==> src/rtl/sync_fifo_pkg.sv <==
// Shared constants and helpers for the single-clock parametrised FIFO.
package sync_fifo_pkg;

    localparam int FIFO_MODE_STD  = 0;
    localparam int FIFO_MODE_FWFT = 1;

    function automatic int fifo_depth(input int addr_width);
        return 1 << addr_width;
    endfunction

endpackage

==> src/rtl/fifo_ram_sdp.sv <==
// Simple-dual-port storage: synchronous write, asynchronous (LUT) read, no reset.
module fifo_ram_sdp #(
    parameter int DATA_WIDTH = 32,
    parameter int ADDR_WIDTH = 4
) (
    input  logic                  clk,
    input  logic                  we,
    input  logic [ADDR_WIDTH-1:0] waddr,
    input  logic [DATA_WIDTH-1:0] wdata,
    input  logic [ADDR_WIDTH-1:0] raddr,
    output logic [DATA_WIDTH-1:0] rdata
);

    logic [DATA_WIDTH-1:0] mem_q [2**ADDR_WIDTH];

    always_ff @(posedge clk) begin
        if (we) begin
            mem_q[waddr] <= wdata;
        end
    end

    assign rdata = mem_q[raddr];

endmodule

==> src/rtl/sync_fifo_param.sv <==
// Single-clock FIFO with occupancy count, programmable thresholds, std/FWFT read and flush.
// Optional sticky overflow/underflow outputs when SYNC_FIFO_ERR_FLAGS_EN is defined.
module sync_fifo_param
    import sync_fifo_pkg::*;
#(
    parameter int DATA_WIDTH = 32,
    parameter int ADDR_WIDTH = 4,
    parameter int FWFT       = FIFO_MODE_STD,
    parameter int AF_LEVEL   = fifo_depth(ADDR_WIDTH) - 2,
    parameter int AE_LEVEL   = 2
) (
    input  logic                  clk,
    input  logic                  fifo_rst,
    input  logic                  fifo_en,
    input  logic                  fifo_clr,
    input  logic                  wr_en,
    input  logic [DATA_WIDTH-1:0] wr_data,
    input  logic                  rd_en,
    output logic [DATA_WIDTH-1:0] rd_data,
    output logic                  rd_valid,
    output logic                  full,
    output logic                  empty,
    output logic                  almost_full,
    output logic                  almost_empty,
    output logic [ADDR_WIDTH:0]   count,
    output logic [ADDR_WIDTH-1:0] wr_add,
    output logic [ADDR_WIDTH-1:0] rd_add
`ifdef SYNC_FIFO_ERR_FLAGS_EN
    ,
    output logic                  overflow,
    output logic                  underflow
`endif
);

    localparam logic [ADDR_WIDTH:0] ONE_C = (ADDR_WIDTH+1)'(1);
    localparam logic [ADDR_WIDTH:0] AF_C  = (ADDR_WIDTH+1)'(AF_LEVEL);
    localparam logic [ADDR_WIDTH:0] AE_C  = (ADDR_WIDTH+1)'(AE_LEVEL);

    logic [ADDR_WIDTH:0]   wr_ptr_q, wr_ptr_d;
    logic [ADDR_WIDTH:0]   rd_ptr_q, rd_ptr_d;
    logic [ADDR_WIDTH:0]   count_q, count_d;
    logic                  wr_acc, rd_acc, ram_we;
    logic [DATA_WIDTH-1:0] ram_rdata;

    // MSB is the wrap bit: equal low bits with differing MSBs means a full lap ahead.
    assign full  = (wr_ptr_q[ADDR_WIDTH] != rd_ptr_q[ADDR_WIDTH]) &&
                   (wr_ptr_q[ADDR_WIDTH-1:0] == rd_ptr_q[ADDR_WIDTH-1:0]);
    assign empty = (wr_ptr_q == rd_ptr_q);

    assign almost_full  = (count_q >= AF_C);
    assign almost_empty = (count_q <= AE_C);
    assign count        = count_q;
    assign wr_add       = wr_ptr_q[ADDR_WIDTH-1:0];
    assign rd_add       = rd_ptr_q[ADDR_WIDTH-1:0];

    assign wr_acc = fifo_en & wr_en & ~full;
    assign rd_acc = fifo_en & rd_en & ~empty;
    assign ram_we = wr_acc & ~fifo_rst & ~fifo_clr;

    always_comb begin
        wr_ptr_d = wr_ptr_q;
        rd_ptr_d = rd_ptr_q;
        count_d  = count_q;
        if (wr_acc) wr_ptr_d = wr_ptr_q + ONE_C;
        if (rd_acc) rd_ptr_d = rd_ptr_q + ONE_C;
        case ({wr_acc, rd_acc})
            2'b10:   count_d = count_q + ONE_C;
            2'b01:   count_d = count_q - ONE_C;
            default: count_d = count_q;
        endcase
    end

    always_ff @(posedge clk) begin
        if (fifo_rst) begin
            wr_ptr_q <= '0;
            rd_ptr_q <= '0;
            count_q  <= '0;
        end else if (fifo_clr) begin
            rd_ptr_q <= wr_ptr_q;
            count_q  <= '0;
        end else begin
            wr_ptr_q <= wr_ptr_d;
            rd_ptr_q <= rd_ptr_d;
            count_q  <= count_d;
        end
    end

    fifo_ram_sdp #(
        .DATA_WIDTH (DATA_WIDTH),
        .ADDR_WIDTH (ADDR_WIDTH)
    ) u_ram (
        .clk   (clk),
        .we    (ram_we),
        .waddr (wr_ptr_q[ADDR_WIDTH-1:0]),
        .wdata (wr_data),
        .raddr (rd_ptr_q[ADDR_WIDTH-1:0]),
        .rdata (ram_rdata)
    );

    if (FWFT == FIFO_MODE_FWFT) begin : g_fwft
        // Masked while empty so the head reads as zero out of reset.
        assign rd_data  = empty ? '0 : ram_rdata;
        assign rd_valid = ~empty;
    end else begin : g_std
        logic [DATA_WIDTH-1:0] rd_data_q;
        logic                  rd_valid_q;

        always_ff @(posedge clk) begin
            if (fifo_rst) begin
                rd_data_q  <= '0;
                rd_valid_q <= 1'b0;
            end else if (fifo_clr) begin
                rd_valid_q <= 1'b0;
            end else begin
                rd_valid_q <= rd_acc;
                if (rd_acc) rd_data_q <= ram_rdata;
            end
        end

        assign rd_data  = rd_data_q;
        assign rd_valid = rd_valid_q;
    end

`ifdef SYNC_FIFO_ERR_FLAGS_EN
    logic overflow_q, underflow_q;

    always_ff @(posedge clk) begin
        if (fifo_rst || fifo_clr) begin
            overflow_q  <= 1'b0;
            underflow_q <= 1'b0;
        end else begin
            overflow_q  <= overflow_q  | (fifo_en & wr_en & full);
            underflow_q <= underflow_q | (fifo_en & rd_en & empty);
        end
    end

    assign overflow  = overflow_q;
    assign underflow = underflow_q;
`endif

endmodule

==> config.mk <==
export PLATFORM = sky130hd
export DESIGN_NAME = sync_fifo_param
export DESIGN_NICKNAME = d
export VERILOG_FILES = /design/src/rtl/sync_fifo_pkg.sv /design/src/rtl/fifo_ram_sdp.sv /design/src/rtl/sync_fifo_param.sv
export SDC_FILE = /design/constraint.sdc
export NUM_CORES = 1
export LEC_CHECK = 0
export ABC_AREA = 1
export BUFFER_PORTS_ARGS = -buffer_cell sky130_fd_sc_hd__buf_4
export CAP_MARGIN = 20
export CORE_UTILIZATION = 50
export DETAILED_ROUTE_END_ITERATION = 10
export MAX_ROUTING_LAYER = met4
export PLACE_DENSITY_LB_ADDON = 0.25
export SYNTH_ARGS = -nofsm -noshare
export SYNTH_HDL_FRONTEND = slang
export SYNTH_HIERARCHICAL = 1
export SYNTH_SLANG_ARGS = --single-unit
==> constraint.sdc <==
create_clock -name clk -period 7.7 [get_ports clk]
set_input_delay 1.155 -clock clk [delete_from_list [all_inputs] [get_ports clk]]
set_output_delay 1.155 -clock clk [all_outputs]
set_load 0.02 [all_outputs]
After elaboration in Yosys (flattened, before gate mapping):

Memories as Yosys holds them, arrays and structs flattened. A register that Yosys moved wholly into a read port is not among the register bits.
Index checks and enable logic that the tools add are counted.

* memories: 1
* output and inout bits: 50
* word-level logic and storage cells: 37
* memory bits (read-only): 0
* latch bits: 0
* memory bits (writable): 512
* flip-flop bits (word level): 16

Memory list
* u_ram.mem_q: words 16, width 32, rd ports 1, clocked after Yosys merged registers in 1, wr ports 1, line fifo_ram_sdp.sv:14 `logic [DATA_WIDTH-1:0] mem_q [2**ADDR_WIDTH];`

* multiply operators: 0
* reductions and logical operators: 6
* $add $sub $neg: 4
* muxes and demuxes: 5
* bitwise operators: 10
* $lt $le $gt $ge: 2
* equal/unequal tests: 5
* shifts and indexed selects: 0
* divide/modulo/power cells: 0

Operators with widths (number)
* adder 5 x 1 -> 5 bit (second input constant): 3
* two-way mux 5 bit: 2
* case mux 5 bit (2 select lines): 1
* bitwise AND 1 bit: 6
* == test 5 bit: 1
* greater-or-equal comparator 5 x 4 -> 1 bit (second input constant): 1
* <= comparator 5 x 2 -> 1 bit (second input constant): 1
* subtractor 5 x 1 -> 5 bit (second input constant): 1
* == test 4 bit: 1
* inverter 1 bit: 4
* AND reduction 2 bit: 2
* nonzero test 2 bit: 2
* == test 2 x 1 -> 1 bit (second input constant): 1
* == test 2 bit (second input constant): 1
* two-way mux 1 bit: 2
* OR reduction 2 bit: 1
* logical AND 1 bit: 1
* inequality test 1 bit: 1

Logic depth before layout (Yosys ltp):

Gate-level depths: netlist (run 1).

* word-level depth: 8
* gate-level depth with buffers: 17

Modules after synthesis:

Netlist (run 1), hierarchy kept.

By module, submodules not included
* fifo_ram_sdp: times used 1, area each 22089.9 um2, cells each 2088
* sync_fifo_param: times used 1, area each 2412.3 um2, cells each 365

Worst setup path after synthesis (run 1):

No wires, ideal clock.

* path kind: input port to flip-flop
* start point: in wr_en
* end point: mem u_ram.mem_q[12][0] (enable)
* buffers on the path: 0
* arrival: 3.250 ns
* slack: 4.029 ns
* cell stages on the path: 6
* library setup time: 0.421 ns
* cells stage by stage: nand2_1 inv_1 nand3_1 nor2_1 nand3_1 nor2_1

* longest elaborated chain between the ends: 6

Ends and longest elaborated chain
* from (decl): line sync_fifo_param.sv:16 `input logic wr_en,`
* bitwise AND 1 bit (2 in a row): line sync_fifo_param.sv:56 `assign wr_acc = fifo_en & wr_en & ~full;`
* bitwise AND 1 bit (2 in a row): line sync_fifo_param.sv:58 `assign ram_we = wr_acc & ~fifo_rst & ~fifo_clr;`
* named net ram_we: line sync_fifo_param.sv:42 `logic wr_acc, rd_acc, ram_we;`
* two-way mux 1 bit: line fifo_ram_sdp.sv:17 `if (we) begin`
* two-way mux 1 bit (implied by the code): line fifo_ram_sdp.sv:18 `mem_q[waddr] <= wdata;`
* to (decl): line fifo_ram_sdp.sv:14

The timed path passes the listed nets, and every way through them passes these cells.

Final worst setup path (run 1):

* start point: reg rd_ptr_q[1]
* end point: mem u_ram.mem_q[9][29] (enable)

* longest elaborated chain between the ends: 8

Ends and longest elaborated chain
* from (decl): line sync_fifo_param.sv:40 `logic [ADDR_WIDTH:0] rd_ptr_q, rd_ptr_d;`
* from (signal assigned): line sync_fifo_param.sv:79 `rd_ptr_q <= wr_ptr_q;`
* from (signal assigned): line sync_fifo_param.sv:83 `rd_ptr_q <= rd_ptr_d;`
* == test 4 bit: line sync_fifo_param.sv:47 `(wr_ptr_q[ADDR_WIDTH-1:0] == rd_ptr_q[ADDR_WIDTH-1:0]);`
* logical AND 1 bit: line sync_fifo_param.sv:46 `assign full = (wr_ptr_q[ADDR_WIDTH] != rd_ptr_q[ADDR_WIDTH]) &&`
* inverter 1 bit: line sync_fifo_param.sv:56
* bitwise AND 1 bit: line sync_fifo_param.sv:56
* bitwise AND 1 bit (2 in a row): line sync_fifo_param.sv:58
* named net ram_we: line sync_fifo_param.sv:42
* two-way mux 1 bit: line fifo_ram_sdp.sv:17
* two-way mux 1 bit (implied by the code): line fifo_ram_sdp.sv:18

The timed path passes the listed nets, and every way through them passes these cells.

==> reports/results.ini, run 1 <==
[run_status]
run_status = complete, no violations

[route]
met1Wirelength_mm = 23.7
top_layer = met4
viasPerCell = 5.17
initialDrtViolationCount = 1496
antenna_left = 0
drc_errors = 0
wl_met3_mm = 3.50
met2_length_mm = 27.5
avgRoutedWirePerCell_um = 17.9
wl_mm = 56.4
dr.pass1.iters = 6
vias = 16300

[yosys]
avgSynthCellArea_um2 = 9.99
synth_ff_type = edfxtp_1
ys_ff_latch = 560
ys_types = 30
syn_inst = 2453
seq_area_frac_synth_pct = 66.7
ys_top_cells_by_area = edfxtp_1 (63%), nand2_1 (12%), nand3_1 (8.0%)
ys_warn_count = 6
synth.net_count = 2498
synth_top_area_share_pct = 62.7
synth_edf_count = 512
netlist.top_cell.by_area = edfxtp_1
synth.cell_area_mm2 = 0.0245
async_reset_ff_share_pct = 0

[global_route]
grt.total_usage_pct = 23.8
antenna_found_initial = 0
grt_pass1_vias = 16100
grt_max_degree = 129
overflow = 0
grt_pass1_wl_mm = 88.6

[placed_design]
port_buffers = 87
place_congestion = 0.843
dp_hpwl_mm = 31.4

[setup_path]
crit_start = rd_ptr_q[1]
required_ps = 7970
reg2regPathDepth = 9
start_kind = register
rrSetupSlack_ps = 3750
critical_path_class = reg -> reg
end_kind = register
crit_slowest_cell = dfxtp_4
timing.rr.end = u_ram/mem_q[9][29]
worstPathArrival_ps = 4220
crit_chain = nand2_1, nand2_1, nor2_1, nand3_1, nand3_1, nor2_1, nand3b_1, nor2_4, buf_4
crit_buf_inv = 1
timing.rr.start = rd_ptr_q[1]
max_stage_delay_ps = 1010
crit_family = simple AND/OR/NAND/NOR gates
crit_fanout = 80

[timing]
setup_viol = 0
worst_slew_pin_slew_ps = 1110
period_minus_slack_ps = 3950
hold_violations = 0
post-route-period-util_pct = 51.3
slew_headroom_pct = 25.7
setup_tns_ps = 0
drv_slew = 0
final.setup_skew_ps = 20.0
fmaxAchievable_mhz = 253
rsz0062_at_grt = false

[floorplanning]
die_h_um = 223
initial_utilization_pct = 51.0
die_area_mm2 = 0.0499
dieWidth_um = 223
num_io_pins = 88
core-area_mm2 = 0.0480
rows = 80

[worst_hold_path]
min_path_type = reg -> reg
hold_depth = 4
min-delay-start = rd_data[12]
hold-path-endpoint = rd_data[12]

[clock_network]
h-tree-depth = 2
cts-resized-gates = 0
path_clk_slew_ps = 60
clk_latency_ps = 600
root_buffer = clkbuf_16
cts_tree = done
cts_setup_buffers = 0
numCtsBuffers = 57
clockBufferDepth = 3
cts_hold_buf = 0
numClockSinks = 560

[power_and_ir_drop]
clockPowerShare_pct = 42.0
pwr-share-comb_pct = 6.0
ir_drop_mv = 0.200
powerDensity_mw_per_mm2 = 236
p_sw_w = 0.00142
pwr-share-seq_pct = 52.0
leakagePower_nw = 11.8
p_sw_share_pct = 22.1
p_int_w = 0.00503

[cells_and_area]
fin_nets = 2542
multi_input_area_mm2 = 0.00576
fillers = 4001
area.sequential_mm2 = 0.0163
diodes = 0
area_growth_pct = 11.4
layout-drive-gt1-share_pct = 8.61
fin_util_pct = 56.8

[job]
cap_violations = 0

[worst max-delay path by stage]
stage / end / slack, ps / cells after the start
after floorplan: u_ram/mem_q[12][0] / 4030 / 6
after CTS: u_ram/mem_q[9][3] / 3780 / 9
after detailed placement: u_ram/mem_q[9][6] / 3660 / 7
final: u_ram/mem_q[9][29] / 3750 / 9
after global routing: u_ram/mem_q[9][1] / 3460 / 9
after global placement: u_ram/mem_q[10][1] / 3740 / 6
[cells in the mapped netlist (3+ instances only)]
master	instances
buf_2	44
nand4_1	4
buf_6	34
clkbuf_1	18
nand3_1	394
xnor2_1	3
buf_4	14
o21ai_0	7
nor2_1	95
buf_1	14
nand2_1	781
xor2_1	5
edfxtp_1	512
ha_1	6
dfxtp_1	48
inv_2	3
inv_1	443
a21oi_1	14
[stage by stage]
stage	cells	instance area, um^2	hold WS, ps	total power [W]	worst slack [ps]
4_1_cts	3158	27200	510	0.00649	3780
5_1_grt	3160	27300	536	0.00666	3460
2_1_floorplan	2453	24500	489	0.00368	4030
3_5_place_dp	3051	25400	498	0.00380	3660
3_3_place_gp	3049	25400	499	0.00380	3740
6_report	3160	27300	511	0.00645	3750
[state kept, by name, indices dropped and copies added, names as in the netlist]
register	flops
u_ram/mem_q	512
rd_data	32
count	5
rd_ptr_q	5
wr_ptr_q	5
rd_valid	1
[routing by layer]
metal	vias to the layer above	global-route usage, %
li1	7906	-
met5	-	-
met3	111	2.84
met4	0	8.40
met2	549	39.6
met1	7782	30.3
[power by group through the flow]
stage,combinational (W),sequential [W],clock (W)
2_1_floorplan,0.000261,0.00341,0
3_3_place_gp,0.000381,0.00342,0
3_5_place_dp,0.000387,0.00342,0
4_1_cts,0.000389,0.00335,0.00275
5_1_grt,0.000434,0.00335,0.00287
6_report,0.000388,0.00335,0.00271
[worst register-to-register path: cells and delay by family, from the launching register on]
family,cells,cell delay (ps)
simple gates,8,2170
flops,1,1010
buf+inv,1,430
[placed cells by master, fill, tap and decap left out, drive strengths merged]
| cell type | n |
|---|---|
| nand2 | 781 |
| edfxtp | 512 |
| inv | 448 |
| nand3 | 396 |
| buf | 110 |
| nor2 | 96 |
| clkbuf | 82 |
| dfxtp | 48 |
| clkinv | 21 |
| a21oi | 14 |
| o21ai | 7 |
| ha | 6 |
| xor2 | 5 |
| nand4 | 4 |
| bufinv | 4 |
| xnor2 | 3 |
| nand3b | 2 |
| a31o | 1 |
| a2111oi | 1 |
| or2 | 1 |
| o22ai | 1 |
| a211oi | 1 |
| fa | 1 |
[cell families (layout without fill, tap and decap cells)]
group | Yosys count | in the layout | synth area share [%]
AND/OR/NAND/NOR | 1280 | 1280 | 21.8
buffers and inverters | 573 | 665 | 10.3
flip-flops | 560 | 560 | 66.7
AO/OA/AOI/OAI | 25 | 25 | 0.557
XOR/XNOR | 8 | 8 | 0.286
adder cells (fa/ha/maj) | 7 | 7 | 0.388
[layout make-up]
cell class	instances	area share, %
Sequential cell	560	59.9
Multi-Input combinational cell	1320	21.1
Inverter	448	6.20
Clock buffer	82	5.91
Timing Repair Buffer	110	3.26
Tap cell	615	2.82
Clock inverter	25	0.793
(Power assumes the default switching activity.)
==> run 2, diff against run 1 <==
Clock period 7.7 ns to 3.7 ns, I/O delays scaled along.
==> run 2 against run 1 <==
Compared with the run above:
- clock skew hardly changed
- sequential share of layout area fell by 0.70 points
- first-iteration DRC count fell by 16%
- flip-flop and latch count unchanged
- critical path depth unchanged
- utilization up 0.67 points
- final cell count up 0.95%
- wire length increased by 2.1%
- die area is the same
- hold slack lost 300 ps
- sequential power increased by 110%
- non-clock buffer count increased by 30
- critical endpoint is now u_ram/mem_q[0][9]
- highest routed layer unchanged
==> reports/results.ini, run 2 (same netlist as run 1, synthesis figures left out) <==
[worst_hold_path]
hold-path-endpoint = rd_ptr_q[2]
min_path_type = in -> reg
hold_depth = 2  ; -2
min-delay-start = fifo_rst

[route]
met2_length_mm = 29.0  ; +5.4%
met1Wirelength_mm = 24.2  ; +2.3%
wl_met3_mm = 2.61  ; -26%
vias = 16500  ; +1.1%
viasPerCell = 5.18  ; +0.16%
antenna_left = 0  ; unchanged
avgRoutedWirePerCell_um = 18.1  ; +1.2%
drc_errors = 0  ; unchanged
initialDrtViolationCount = 1260  ; -16%
dr.pass1.iters = 5  ; -1
top_layer = met4
wl_mm = 57.7  ; +2.1%

[clock_network]
numCtsBuffers = 58  ; +1.8%
cts_hold_buf = 0  ; unchanged
cts_tree = done
clockBufferDepth = 3  ; unchanged
path_clk_slew_ps = 60  ; about the same
cts-resized-gates = 0  ; unchanged
numClockSinks = 560  ; unchanged
cts_setup_buffers = 0  ; unchanged
root_buffer = clkbuf_16
h-tree-depth = 2  ; unchanged
clk_latency_ps = 620  ; +20 ps

[job]
cap_violations = 0  ; unchanged

[setup_path]
worstPathArrival_ps = 3370  ; -850 ps
timing.rr.start = wr_ptr_q[1]
reg2regPathDepth = 9  ; unchanged
critical_path_class = reg -> reg
end_kind = register
rrSetupSlack_ps = 640  ; -3110 ps
required_ps = 4010  ; -3960 ps
timing.rr.end = u_ram/mem_q[0][9]
start_kind = register
crit_fanout = 15  ; -81%

[timing]
rsz0062_at_grt = false
setup_tns_ps = 0  ; unchanged
worst_slew_pin_slew_ps = 1080  ; -36.1 ps
hold_violations = 0  ; unchanged
post-route-period-util_pct = 82.8  ; +32 points
drv_slew = 0  ; unchanged
period_minus_slack_ps = 3060  ; -886 ps
slew_headroom_pct = 28.3  ; +2.6 points
fmaxAchievable_mhz = 326  ; +29%
setup_viol = 0  ; unchanged
final.setup_skew_ps = 20.4  ; +0.418 ps
whs_ps = 213  ; -298 ps

[global_route]
antenna_found_initial = 0  ; unchanged
grt_pass1_vias = 16100  ; +0.22%
grt_pass1_wl_mm = 90.0  ; +1.5%
grt_max_degree = 93  ; -28%
overflow = 0  ; unchanged
grt.total_usage_pct = 24.2  ; +0.36 points

[placed_design]
place_congestion = 0.826  ; -2.0%
dpl_cell_area_mm2 = 0.0257  ; +1.2%
dp_hpwl_mm = 33.1  ; +5.3%
port_buffers = 87  ; unchanged

[cells_and_area]
final_common_cell = nand2_1
largest_reg_flops = 512  ; unchanged
fin_nets = 2573  ; +1.2%
stdcell_area_mm2 = 0.0276  ; +1.2%
layout_common_cells = nand2_1 (781), edfxtp_1 (512), inv_1 (442), nand3_1 (394), buf_4 (132)
fillers = 4063  ; +1.5%
diodes = 0  ; unchanged
area_growth_pct = 12.7
largest_register = u_ram/mem_q
layout-drive-gt1-share_pct = 10.0  ; +1.4 points

[floorplanning]
core-area_mm2 = 0.0480  ; unchanged
die_area_mm2 = 0.0499  ; unchanged
dieWidth_um = 223  ; unchanged
num_io_pins = 88  ; unchanged
initial_utilization_pct = 51.0  ; unchanged
rows = 80  ; unchanged
die_h_um = 223  ; unchanged

[power_and_ir_drop]
ir_drop_mv = 0.381  ; +90%
leakagePower_nw = 12.0  ; +1.6%
powerDensity_mw_per_mm2 = 492  ; +110%

[run_status]
run_status = complete, no violations

[run 2: cell count changes in the layout (fill, tap and decap cells not counted), sizes merged]
cell      previous run  this run
inv                448       449
clkinvlp             0         2
buf                110       140
bufinv               4         5
clkbuf              82        78
[run 2: critical path, stage by stage (launching register included)]
cell and delay [ps]:
dfxtp_1 500, nand2_1 120, nand2_1 100, nor2_1 70, nand3_1 210, nand3_1 290
nor2_1 350, nand2_1 320, nor2_4 500, buf_4 290
[run 2: per-stage QoR]
stage | power, W | cells | util (%) | worst slack [ps]
floorplan | 0.00765 | 2453 | - | 523
global placement | 0.00793 | 3082 | 53.5 | 839
detailed placement | 0.00794 | 3082 | 53.5 | 717
CTS | 0.0137 | 3189 | 57.4 | 684
global route | 0.0140 | 3190 | 57.5 | 473
finish | 0.0136 | 3190 | 57.5 | 636
[run 2: how the worst max path moves through the flow]
stage,from,endpoint,cells after the start
floorplan,wr_ptr_q[1],u_ram/mem_q[12][0],8
global placement,wr_ptr_q[0],u_ram/mem_q[0][1],9
detailed placement,wr_ptr_q[1],u_ram/mem_q[0][4],9
CTS,wr_ptr_q[1],u_ram/mem_q[0][9],9
global route,wr_ptr_q[0],u_ram/mem_q[0][9],9
finish,wr_ptr_q[1],u_ram/mem_q[0][9],9
[run 2: final cells by class]
type	count	area [um^2]	share of cell area, %
repair buffers	140	1160	4.20
well taps	615	769	2.79
clock inverters	29	275	0.997
inverters	448	1690	6.13
clock buffers	78	1610	5.82
flip-flops and latches	560	16300	59.2
multi-input cells	1320	5760	20.9
[run 2: where the power goes]
part / internal (W) / total [W] / switching [W] / leakage, nW
combinational: 0.000254 / 0.000857 / 0.000602 / 6.08
sequential: 0.00693 / 0.00695 / 0.0000212 / 5.00
clock: 0.00338 / 0.00577 / 0.00238 / 0.930
total: 0.0106 / 0.0136 / 0.00301 / 12.0
[run 2: routing by layer]
| layer | global-route usage, % | up-vias |
|---|---|---|
| li1 | - | 7972 |
| met1 | 29.7 | 8011 |
| met5 | - | - |
| met3 | 2.59 | 99 |
| met4 | 8.95 | 0 |
| met2 | 41.4 | 447 |
